### config.mk
export PLATFORM = sky130hd
export DESIGN_NAME = vc8_vidram_arb
export DESIGN_NICKNAME = d
export VERILOG_FILES = /design/src/rtl/vc8_vidram_arb.sv
export SDC_FILE = /design/constraint.sdc
export NUM_CORES = 1
export LEC_CHECK = 0
export CAP_MARGIN = 30
export CORE_MARGIN = 2
export CORE_UTILIZATION = 42
export DETAILED_ROUTE_END_ITERATION = 7
export GPL_TIMING_DRIVEN = 1
export PLACE_DENSITY_LB_ADDON = 0.25
export SKIP_LAST_GASP = 1
export SYNTH_ARGS = -nofsm -noshare
export SYNTH_HDL_FRONTEND = slang
export SYNTH_SLANG_ARGS = --single-unit
### constraint.sdc
create_clock -name CLOCK -period 2.02 [get_ports CLOCK]
set_input_delay 0.202 -clock CLOCK [delete_from_list [all_inputs] [get_ports CLOCK]]
set_output_delay 0.202 -clock CLOCK [all_outputs]
set_load 0.02 [all_outputs]
### src/rtl/vc8_vidram_arb.sv
// VC-8 video RAM port-B read arbiter and point-ring scan sequencer.
// One read in flight; ARM and scanner share the port round-robin.
module vc8_vidram_arb #(
  parameter int unsigned RDLAT = 2
) (
  input  logic        CLOCK,
  input  logic        RESET,
  input  logic        armreq,
  input  logic [14:0] armaddr,
  output logic        armbusy,
  output logic        armdone,
  output logic [21:0] armdata,
  input  logic        scan_start,
  input  logic [14:0] scan_first,
  input  logic [14:0] scan_end,
  input  logic        scan_loop,
  input  logic        scan_abort,
  output logic        scanning,
  output logic        scan_done,
  output logic        pt_valid,
  output logic [21:0] pt_data,
  input  logic        pt_ready,
  output logic [14:0] vidaddrb,
  output logic        videnabb,
  input  logic [21:0] viddatab
);

  localparam logic [2:0] LAT = 3'(RDLAT);

  typedef enum logic {
    S_IDLE = 1'b0,
    S_READ = 1'b1
  } state_e;

  state_e      state_q, state_d;
  logic [2:0]  cnt_q, cnt_d;
  logic        own_scan_q, own_scan_d;
  logic [14:0] addr_q, addr_d;
  logic        prio_arm_q, prio_arm_d;

  logic        armbusy_q, armbusy_d;
  logic        arm_pend_q, arm_pend_d;
  logic [14:0] armaddr_q, armaddr_d;
  logic [21:0] armdata_q, armdata_d;
  logic        armdone_q, armdone_d;

  logic        scanning_q, scanning_d;
  logic        scan_done_q, scan_done_d;
  logic        pt_valid_q, pt_valid_d;
  logic [21:0] pt_data_q, pt_data_d;
  logic [14:0] ptr_q, ptr_d;
  logic        discard_q, discard_d;

  logic        arm_accept;
  logic        arm_act;
  logic [14:0] arm_gaddr;
  logic        scan_ctl;
  logic        scan_act;
  logic        gnt_arm;
  logic        gnt_scan;
  logic        cap;
  logic        cap_arm;
  logic        cap_scan;
  logic        scan_fly;
  logic        pass_end;
  logic        ring_empty;

  // Requests
  assign arm_accept = armreq && !armbusy_q;
  assign arm_act    = arm_pend_q || arm_accept;
  assign arm_gaddr  = arm_pend_q ? armaddr_q : armaddr;
  assign scan_ctl   = scan_start || scan_abort;
  assign ring_empty = (scan_first == scan_end);
  assign scan_act   = scanning_q && !pt_valid_q &&
                      (ptr_q != scan_end) && !scan_ctl;

  always_comb begin
    gnt_arm  = 1'b0;
    gnt_scan = 1'b0;
    if (state_q == S_IDLE) begin
      unique case (1'b1)
        arm_act && (!scan_act || prio_arm_q):
          gnt_arm = 1'b1;
        scan_act && (!arm_act || !prio_arm_q):
          gnt_scan = 1'b1;
        default: ;
      endcase
    end
  end

  // Read FSM: state register
  always_ff @(posedge CLOCK) begin
    if (RESET) begin
      state_q    <= S_IDLE;
      cnt_q      <= 3'd0;
      own_scan_q <= 1'b0;
      addr_q     <= 15'd0;
      prio_arm_q <= 1'b1;
    end else begin
      state_q    <= state_d;
      cnt_q      <= cnt_d;
      own_scan_q <= own_scan_d;
      addr_q     <= addr_d;
      prio_arm_q <= prio_arm_d;
    end
  end

  // Read FSM: next state
  always_comb begin
    state_d    = state_q;
    cnt_d      = cnt_q;
    own_scan_d = own_scan_q;
    addr_d     = addr_q;
    prio_arm_d = prio_arm_q;
    unique case (state_q)
      S_IDLE: begin
        if (gnt_arm || gnt_scan) begin
          state_d    = S_READ;
          cnt_d      = LAT;
          own_scan_d = gnt_scan;
          addr_d     = gnt_scan ? ptr_q : arm_gaddr;
          prio_arm_d = gnt_scan;
        end
      end
      S_READ: begin
        if (cnt_q == 3'd0) begin
          state_d = S_IDLE;
        end else begin
          cnt_d = cnt_q - 3'd1;
        end
      end
    endcase
  end

  // Read FSM: outputs
  always_comb begin
    videnabb = (state_q == S_READ);
    cap      = videnabb && (cnt_q == 3'd0);
    cap_arm  = cap && !own_scan_q;
    scan_fly = videnabb && own_scan_q && !discard_q;
    cap_scan = cap && own_scan_q && !discard_q && !scan_ctl;
  end

  assign vidaddrb = addr_q;

  always_comb begin
    armbusy_d  = armbusy_q;
    arm_pend_d = arm_pend_q;
    armaddr_d  = armaddr_q;
    armdata_d  = armdata_q;
    armdone_d  = 1'b0;
    if (arm_accept) begin
      armbusy_d  = 1'b1;
      armaddr_d  = armaddr;
      arm_pend_d = !gnt_arm;
    end else if (gnt_arm) begin
      arm_pend_d = 1'b0;
    end
    if (cap_arm) begin
      armdata_d = viddatab;
      armbusy_d = 1'b0;
      armdone_d = 1'b1;
    end
  end

  assign pass_end = scanning_q && !pt_valid_q &&
                    (ptr_q == scan_end) && !scan_fly && !scan_ctl;

  always_comb begin
    scanning_d  = scanning_q;
    scan_done_d = 1'b0;
    pt_valid_d  = pt_valid_q;
    pt_data_d   = pt_data_q;
    ptr_d       = ptr_q;
    discard_d   = discard_q;
    if (pt_valid_q && pt_ready) begin
      pt_valid_d = 1'b0;
    end
    if (cap_scan) begin
      pt_data_d  = viddatab;
      pt_valid_d = 1'b1;
      ptr_d      = ptr_q + 15'd1;
    end
    if (cap) begin
      discard_d = 1'b0;
    end
    // An empty looping ring stops rather than spinning on scan_done
    if (pass_end) begin
      scan_done_d = 1'b1;
      if (scan_loop && !ring_empty) begin
        ptr_d = scan_first;
      end else begin
        scanning_d = 1'b0;
      end
    end
    if (scan_start) begin
      ptr_d      = scan_first;
      scanning_d = 1'b1;
      pt_valid_d = 1'b0;
    end else if (scan_abort) begin
      scanning_d = 1'b0;
      pt_valid_d = 1'b0;
    end
    if (scan_ctl && videnabb && own_scan_q && !cap) begin
      discard_d = 1'b1;
    end
  end

  always_ff @(posedge CLOCK) begin
    if (RESET) begin
      armbusy_q   <= 1'b0;
      arm_pend_q  <= 1'b0;
      armaddr_q   <= 15'd0;
      armdata_q   <= 22'd0;
      armdone_q   <= 1'b0;
      scanning_q  <= 1'b0;
      scan_done_q <= 1'b0;
      pt_valid_q  <= 1'b0;
      pt_data_q   <= 22'd0;
      ptr_q       <= 15'd0;
      discard_q   <= 1'b0;
    end else begin
      armbusy_q   <= armbusy_d;
      arm_pend_q  <= arm_pend_d;
      armaddr_q   <= armaddr_d;
      armdata_q   <= armdata_d;
      armdone_q   <= armdone_d;
      scanning_q  <= scanning_d;
      scan_done_q <= scan_done_d;
      pt_valid_q  <= pt_valid_d;
      pt_data_q   <= pt_data_d;
      ptr_q       <= ptr_d;
      discard_q   <= discard_d;
    end
  end

  assign armbusy   = armbusy_q;
  assign armdone   = armdone_q;
  assign armdata   = armdata_q;
  assign scanning  = scanning_q;
  assign scan_done = scan_done_q;
  assign pt_valid  = pt_valid_q;
  assign pt_data   = pt_data_q;

endmodule
==> flow_metrics.tcl, run 1 <==
set metrics [dict create \
    tritoncts "built" \
    fin_crit_sh 0.960 \
    stdcell_count 821 \
    cts_hold_buf 0 \
    numCtsBuffers 9 \
    async_reset_ff_frac 0 \
    critPathMaxStageDelay_ps 330 \
    worstPathCellList "inv_1, ha_2, ha_4, and4b_1, and2_4, nand2_4, nor4_4, buf_4, xnor2_1, a211oi_2" \
    chipWidth_um 108 \
    min_path_type "input port to flip-flop" \
    dp.cells 804 \
    ios 139 \
    clock_latency_ps 360 \
    synth_area_um2 4560 \
    vdd_drop_max_v 0.000566 \
    h-tree-depth 3 \
    hold_violations 0 \
    fin_crit_ps 1940 \
    power_mw 4.91 \
    arrival_ps 2180 \
    ys_types 50 \
    max_cap_violations 0 \
    finClkSkew_ps 16.7 \
    tightest_slew_ps 539 \
    path_max_fanout 4 \
    port_buffers 138 \
    yosysWarningCount 0 \
    num-fill-cells 927 \
    fin_area_um2 6740 \
    drt-vias-per-instance 5.18 \
    cts.sinks 102 \
    power-per-cell-area_nw_per_um2 728 \
    initial_core_util 0.427 \
    postSynthCellCount 499 \
    antenna_found_initial 0 \
    grt_max_degree 24 \
    critPathLaunchType "flip-flop" \
    core_area_um2 10700 \
    synth.avg_cell_area_um2 9.14 \
    path_class "flip-flop to flip-flop" \
    cp-end-kind "flip-flop" \
    outcome "finished clean" \
    synth_edf_count 0 \
    grt_pass1_wl_um 20200 \
    grt_usage 0.218 \
    synth-seq-area-share 0.447 \
    maxSlewViolCount 0 \
    grt_setup_unrepaired "yes" \
    routabilityCongestion 0.836 \
    leakage_nw 2.54 \
    chipHeight_um 108 \
    dieArea_um2 11700 \
    syn2layout_area_growth_pct 47.8 \
    cp.required_ps 2260 \
    critPathBufInv 2 \
    drc 0 \
    overflow 0 \
    clockBufferDepth 2 \
    placed_area_um2 6440 \
    core.rowCount 38 \
    n_antenna_cell 0 \
    postRouteAntennaNets 0 \
    slowest_stage "dfxtp_2" \
    layout-drive-gt1-share 0.185 \
    clkTransAtPathRegs_ps 100 \
    finalWirelength_um 13000 \
    timing.fmax_mhz 516 \
    mappedNetlistNets 576 \
    vias 4253 \
    root_buffer "clkbuf_8" \
    relSlewSlack 0.641 \
    synth_top_flop_cell "dfxtp_1" \
    ys_ff_latch 102 \
    finalSetupViolCount 0 \
    fin_util 0.630 \
    hpwl_um 9670 \
    wire_per_inst_um 15.8 \
    nets 753 \
    drt_iter0_markers 196 \
    grt_pass1_vias 4125 \
    timing.hold.ws_ps 311 \
    dr.pass1.iters 5 \
    crit_family "simple AND/OR/NAND/NOR gates" \
]
==> cell usage after synthesis (4+ instances only) <==
| library cell | number | area (um2) |
|---|---|---|
| nor4_1 | 5 | 31.3 |
| inv_1 | 10 | 37.5 |
| buf_6 | 4 | 45.0 |
| xor2_1 | 32 | 280 |
| nand3_1 | 7 | 35.0 |
| clkbuf_1 | 17 | 63.8 |
| or2_2 | 12 | 75.1 |
| a211oi_2 | 8 | 100 |
| a22o_1 | 22 | 193 |
| a211oi_1 | 4 | 30.0 |
| nor3_1 | 10 | 50.1 |
| a21oi_1 | 54 | 270 |
| mux2i_1 | 15 | 150 |
| nor2_1 | 9 | 33.8 |
| a32o_1 | 15 | 150 |
| nand2_1 | 99 | 372 |
| o21a_1 | 4 | 30.0 |
| dfxtp_1 | 102 | 2040 |
| buf_2 | 4 | 20.0 |
| xnor2_1 | 11 | 96.3 |
| nor4_2 | 4 | 50.1 |
==> per-stage QoR <==
step / setup WS [ps] / setup TNS, ps
3_3_place_gp: -252 / -7920
5_1_grt: -32.1 / -174
2_1_floorplan: 72.6 / 0
6_report: 81.6 / 0
3_5_place_dp: -338 / -9860
4_1_cts: -1.46 / -1.46
==> area by class of cell <==
| cell class | count | area (um2) | share of cell area |
|---|---|---|---|
| inverters | 10 | 37.5 | 0.00557 |
| multi-input cells | 356 | 2400 | 0.356 |
| clock inverters | 5 | 65.1 | 0.00965 |
| repair buffers | 197 | 1870 | 0.278 |
| clock buffers | 11 | 151 | 0.0225 |
| flip-flops and latches | 102 | 2040 | 0.303 |
| well taps | 140 | 175 | 0.0260 |
==> final timing paths <==
| path | from | endpoint | slack, ps | cells after the start |
|---|---|---|---|---|
| hold / removal | RESET | armaddr_q[10] | 310 | 2 |
| setup / recovery | cnt_q[0] | ptr_q[11] | 80 | 10 |
| setup reg to reg | cnt_q[0] | ptr_q[11] | 80 | 10 |
| hold reg to reg | armaddr_q[3] | armaddr_q[3] | 460 | 2 |
==> cells in the final DEF (no fill, tap or decap), types with 3 or more instances in the layout <==
cell type,Yosys,routed
a211oi_2,8,10
a21oi_1,54,54
a22o_1,22,22
a31oi_1,3,3
a32o_1,15,15
buf_12,0,4
buf_4,3,54
clkbuf_8,0,11
clkdlybuf4s50_1,0,137
dfxtp_1,102,101
inv_1,10,10
mux2i_1,15,15
nand2_1,99,98
nand2b_1,3,3
nand3_1,7,7
nand3b_1,3,3
nor2_1,9,8
nor2b_1,3,3
nor3_1,10,9
nor4_2,4,6
o21a_1,4,4
or2_1,3,3
or2_2,12,12
xnor2_1,11,11
xor2_1,32,32
==> kinds of logic after synthesis <==
group / count (synthesis) / synth area share
simple gates: 174 / 0.188
compound gates: 121 / 0.197
flops: 102 / 0.447
xor+xnor: 43 / 0.0825
buf+inv: 41 / 0.0439
mux: 15 / 0.0329
fa+ha+maj: 3 / 0.00823
==> where the power goes <==
part | total [mW] | leakage [nW] | internal (mW) | switching (mW)
Clock | 1.39 | 0.104 | 0.653 | 0.741
Sequential | 2.26 | 0.835 | 2.17 | 0.0919
Combinational | 1.26 | 1.60 | 0.659 | 0.596
==> per-layer routing <==
metal	wire (um)	vias up	global-route usage	share of wire
met1	6010	2022	0.296	0.46
met2	6260	114	0.363	0.48
met4	174	0	0.0586	0.013
li1	-	2103	-	-
met3	570	14	0.0332	0.044
met5	0	-	0	0
==> repair_timing <==
| action | 4_1_cts | 5_1_grt |
|---|---|---|
| endpoints found under the setup margin | 2 | 17 |
| resized for setup | 1 | 14 |
| buffers inserted | 1 | 0 |
| gates cloned | 0 | 0 |
| pin swaps | 2 | 9 |
==> state kept, by name, summed over array words and instances (netlist names), 3 cells and up <==
register / cells
cnt_q: 3
ptr_q: 15
vidaddrb: 15
pt_data: 22
armdata: 22
armaddr_q: 15
(Power assumes the default switching activity.)
==> run 2: changes to the inputs <==
--- a/config.mk
+++ b/config.mk
@@ -6,8 +6,10 @@
 export NUM_CORES = 1
 export LEC_CHECK = 0
 export CAP_MARGIN = 30
+export CELL_PAD_IN_SITES_DETAIL_PLACEMENT = 1
+export CELL_PAD_IN_SITES_GLOBAL_PLACEMENT = 1
 export CORE_MARGIN = 2
-export CORE_UTILIZATION = 42
+export CORE_UTILIZATION = 31
 export DETAILED_ROUTE_END_ITERATION = 7
 export GPL_TIMING_DRIVEN = 1
 export PLACE_DENSITY_LB_ADDON = 0.25
==> run 2 against run 1 <==
  * The run now ends with setup timing left
  * Core utilization is 14 points lower
  * Sequential share of layout area fell by 1.6 points
  * Critical path depth shrank 1
  * Non-clock buffer count up 12
  * Clock power increased by 31%
  * Worst hold slack gained 4.4 ps
  * First-iteration DRC count is 11% lower
  * Sequential power is essentially flat
  * Clock skew down 9.3 ps
  * Fmax is 6.6% lower
  * Via count grew 2.7%
  * Highest routed layer unchanged
==> flow_metrics.tcl, run 2 (synthesis results as in run 1) <==
set metrics [dict create \
    port_buffers 138 \
    violations "setup timing" \
    timing.fmax_mhz 482 \
    hold_depth 2 \
    drc 0 \
    cp.required_ps 2270 \
    finalSetupViolCount 15 \
    path_class "input port to flip-flop" \
    stdcell_count 877 \
    grt_max_degree 32 \
    min_from "RESET" \
    syn2layout_area_growth_pct 56.2 \
    r2r_end "vidaddrb[7]" \
    critPathLaunchType "input port" \
    outcome "finished, violations left" \
    dieArea_um2 15700 \
    clock_latency_ps 350 \
    routabilityCongestion 0.808 \
    finalWirelength_um 15300 \
    vdd_drop_max_v 0.000437 \
    chipHeight_um 125 \
    postRouteAntennaNets 0 \
    fin_util 0.492 \
    drt_iter0_markers 175 \
    core.rowCount 44 \
    grt_setup_unrepaired "yes" \
    antenna_found_initial 0 \
    wire_per_inst_um 17.5 \
    drt-vias-per-instance 4.98 \
    h-tree-depth 3 \
    root_buffer "clkbuf_16" \
    dp.cells 850 \
    path_max_fanout 8 \
    nets 765 \
    hold_end "armaddr_q[4]" \
    final_cell_mix "134 x clkdlybuf4s50_1, 99 x nand2_1, 99 x dfxtp_1, 62 x buf_4, 54 x a21oi_1" \
    layout-drive-gt1-share 0.212 \
    vias 4369 \
    reg2reg_slack_ps -30 \
    grt_pass1_wl_um 23900 \
    setup_tns_ps -417 \
    fin_ws_ps -54.6 \
    grt_pass1_vias 4538 \
    fin_crit_ps 2070 \
    grt_usage 0.190 \
    rr_startpoint "ptr_q[4]" \
    cts_hold_buf 0 \
    finClkSkew_ps 7.39 \
    overflow 0 \
    initial_core_util 0.315 \
    cp-end-kind "flip-flop" \
    rr_worst_depth 8 \
    dr.pass1.iters 4 \
    max_cap_violations 0 \
    arrival_ps 2320 \
    chipWidth_um 125 \
    tightest_slew_ps 607 \
    tritoncts "built" \
    hpwl_um 11200 \
    clkTransAtPathRegs_ps 70 \
    power-per-cell-area_nw_per_um2 767 \
    cts.sinks 102 \
    relSlewSlack 0.595 \
    clockBufferDepth 2 \
    min_path_type "input port to flip-flop" \
    hold_violations 0 \
    leakage_nw 2.73 \
    core_area_um2 14500 \
    fin_crit_sh 1.03 \
    maxSlewViolCount 0 \
    numCtsBuffers 9 \
    n_antenna_cell 0 \
    ios 139 \
    final_common_cell "clkdlybuf4s50_1" \
]
run 2: changes by cell type in the layout (fill, tap and decap cells not counted), moves of 3 or more:
cell	before	now
clkbuf_16	0	11
dlymetal6s2s_1	0	3
buf_4	54	62
clkbuf_8	11	0
clkdlybuf4s50_1	137	134
run 2: metrics by stage:
stage / power, mW / instance area (um2) / hold slack, ps / worst slack (ps)
floorplan: 2.93 / 4560 / 312 / 72.6
global placement: 3.52 / 6530 / 441 / -334
detailed placement: 3.57 / 6530 / 448 / -480
CTS: 5.42 / 6880 / 316 / -15.1
global route: 5.72 / 7130 / 348 / -118
finish: 5.47 / 7130 / 315 / -54.6
run 2: worst max-delay path, stage by stage:
cell and delay [ps]:
clkdlybuf4s50_1 470, xor2_1 200, nor4_2 270, buf_4 170
nand4_4 160, a21oi_4 310, clkbuf_16 210, nand2_1 60
a32o_1 260
run 2: repair_timing:
| item | CTS | global route |
|---|---|---|
| resized for setup | 5 | 31 |
| setup buffers | 3 | 5 |
| pin swaps | 4 | 20 |
| endpoints found under the setup margin | 9 | 33 |
| hold endpoints to repair | 0 | 0 |
| gates cloned | 0 | 3 |
run 2: layout make-up:
type | instances | area, um2
Timing Repair Buffer | 209 | 2020
Inverter | 10 | 37.5
Fill cell | 1651 | 7350
Clock inverter | 7 | 80.1
Multi-Input combinational cell | 356 | 2480
Sequential cell | 102 | 2050
Clock buffer | 9 | 225
Tap cell | 184 | 230
run 2: report_power, final:
group | switching, mW | leakage, nW | internal, mW
logic | 0.661 | 1.74 | 0.724
registers | 0.0950 | 0.836 | 2.17
clock network | 0.843 | 0.154 | 0.982
run 2: worst max path at each step:
stage,startpoint,endpoint,cells past startpoint
final,scan_end[6],vidaddrb[7],9
after global routing,scan_end[6],vidaddrb[7],9
after CTS,scan_end[11],vidaddrb[9],8
after detailed placement,scan_end[11],scanning,9
after global placement,scan_end[11],cnt_q[1],8
after floorplan,cnt_q[0],ptr_q[14],9
run 2: per-layer routing:
metal | vias to the layer above | GRT usage | part of all wire
li1 | 2130 | - | -
met1 | 2152 | 0.241 | 0.45
met2 | 70 | 0.331 | 0.50
met3 | 17 | 0.0351 | 0.032
met4 | 0 | 0.0556 | 0.013
met5 | - | 0 | 0
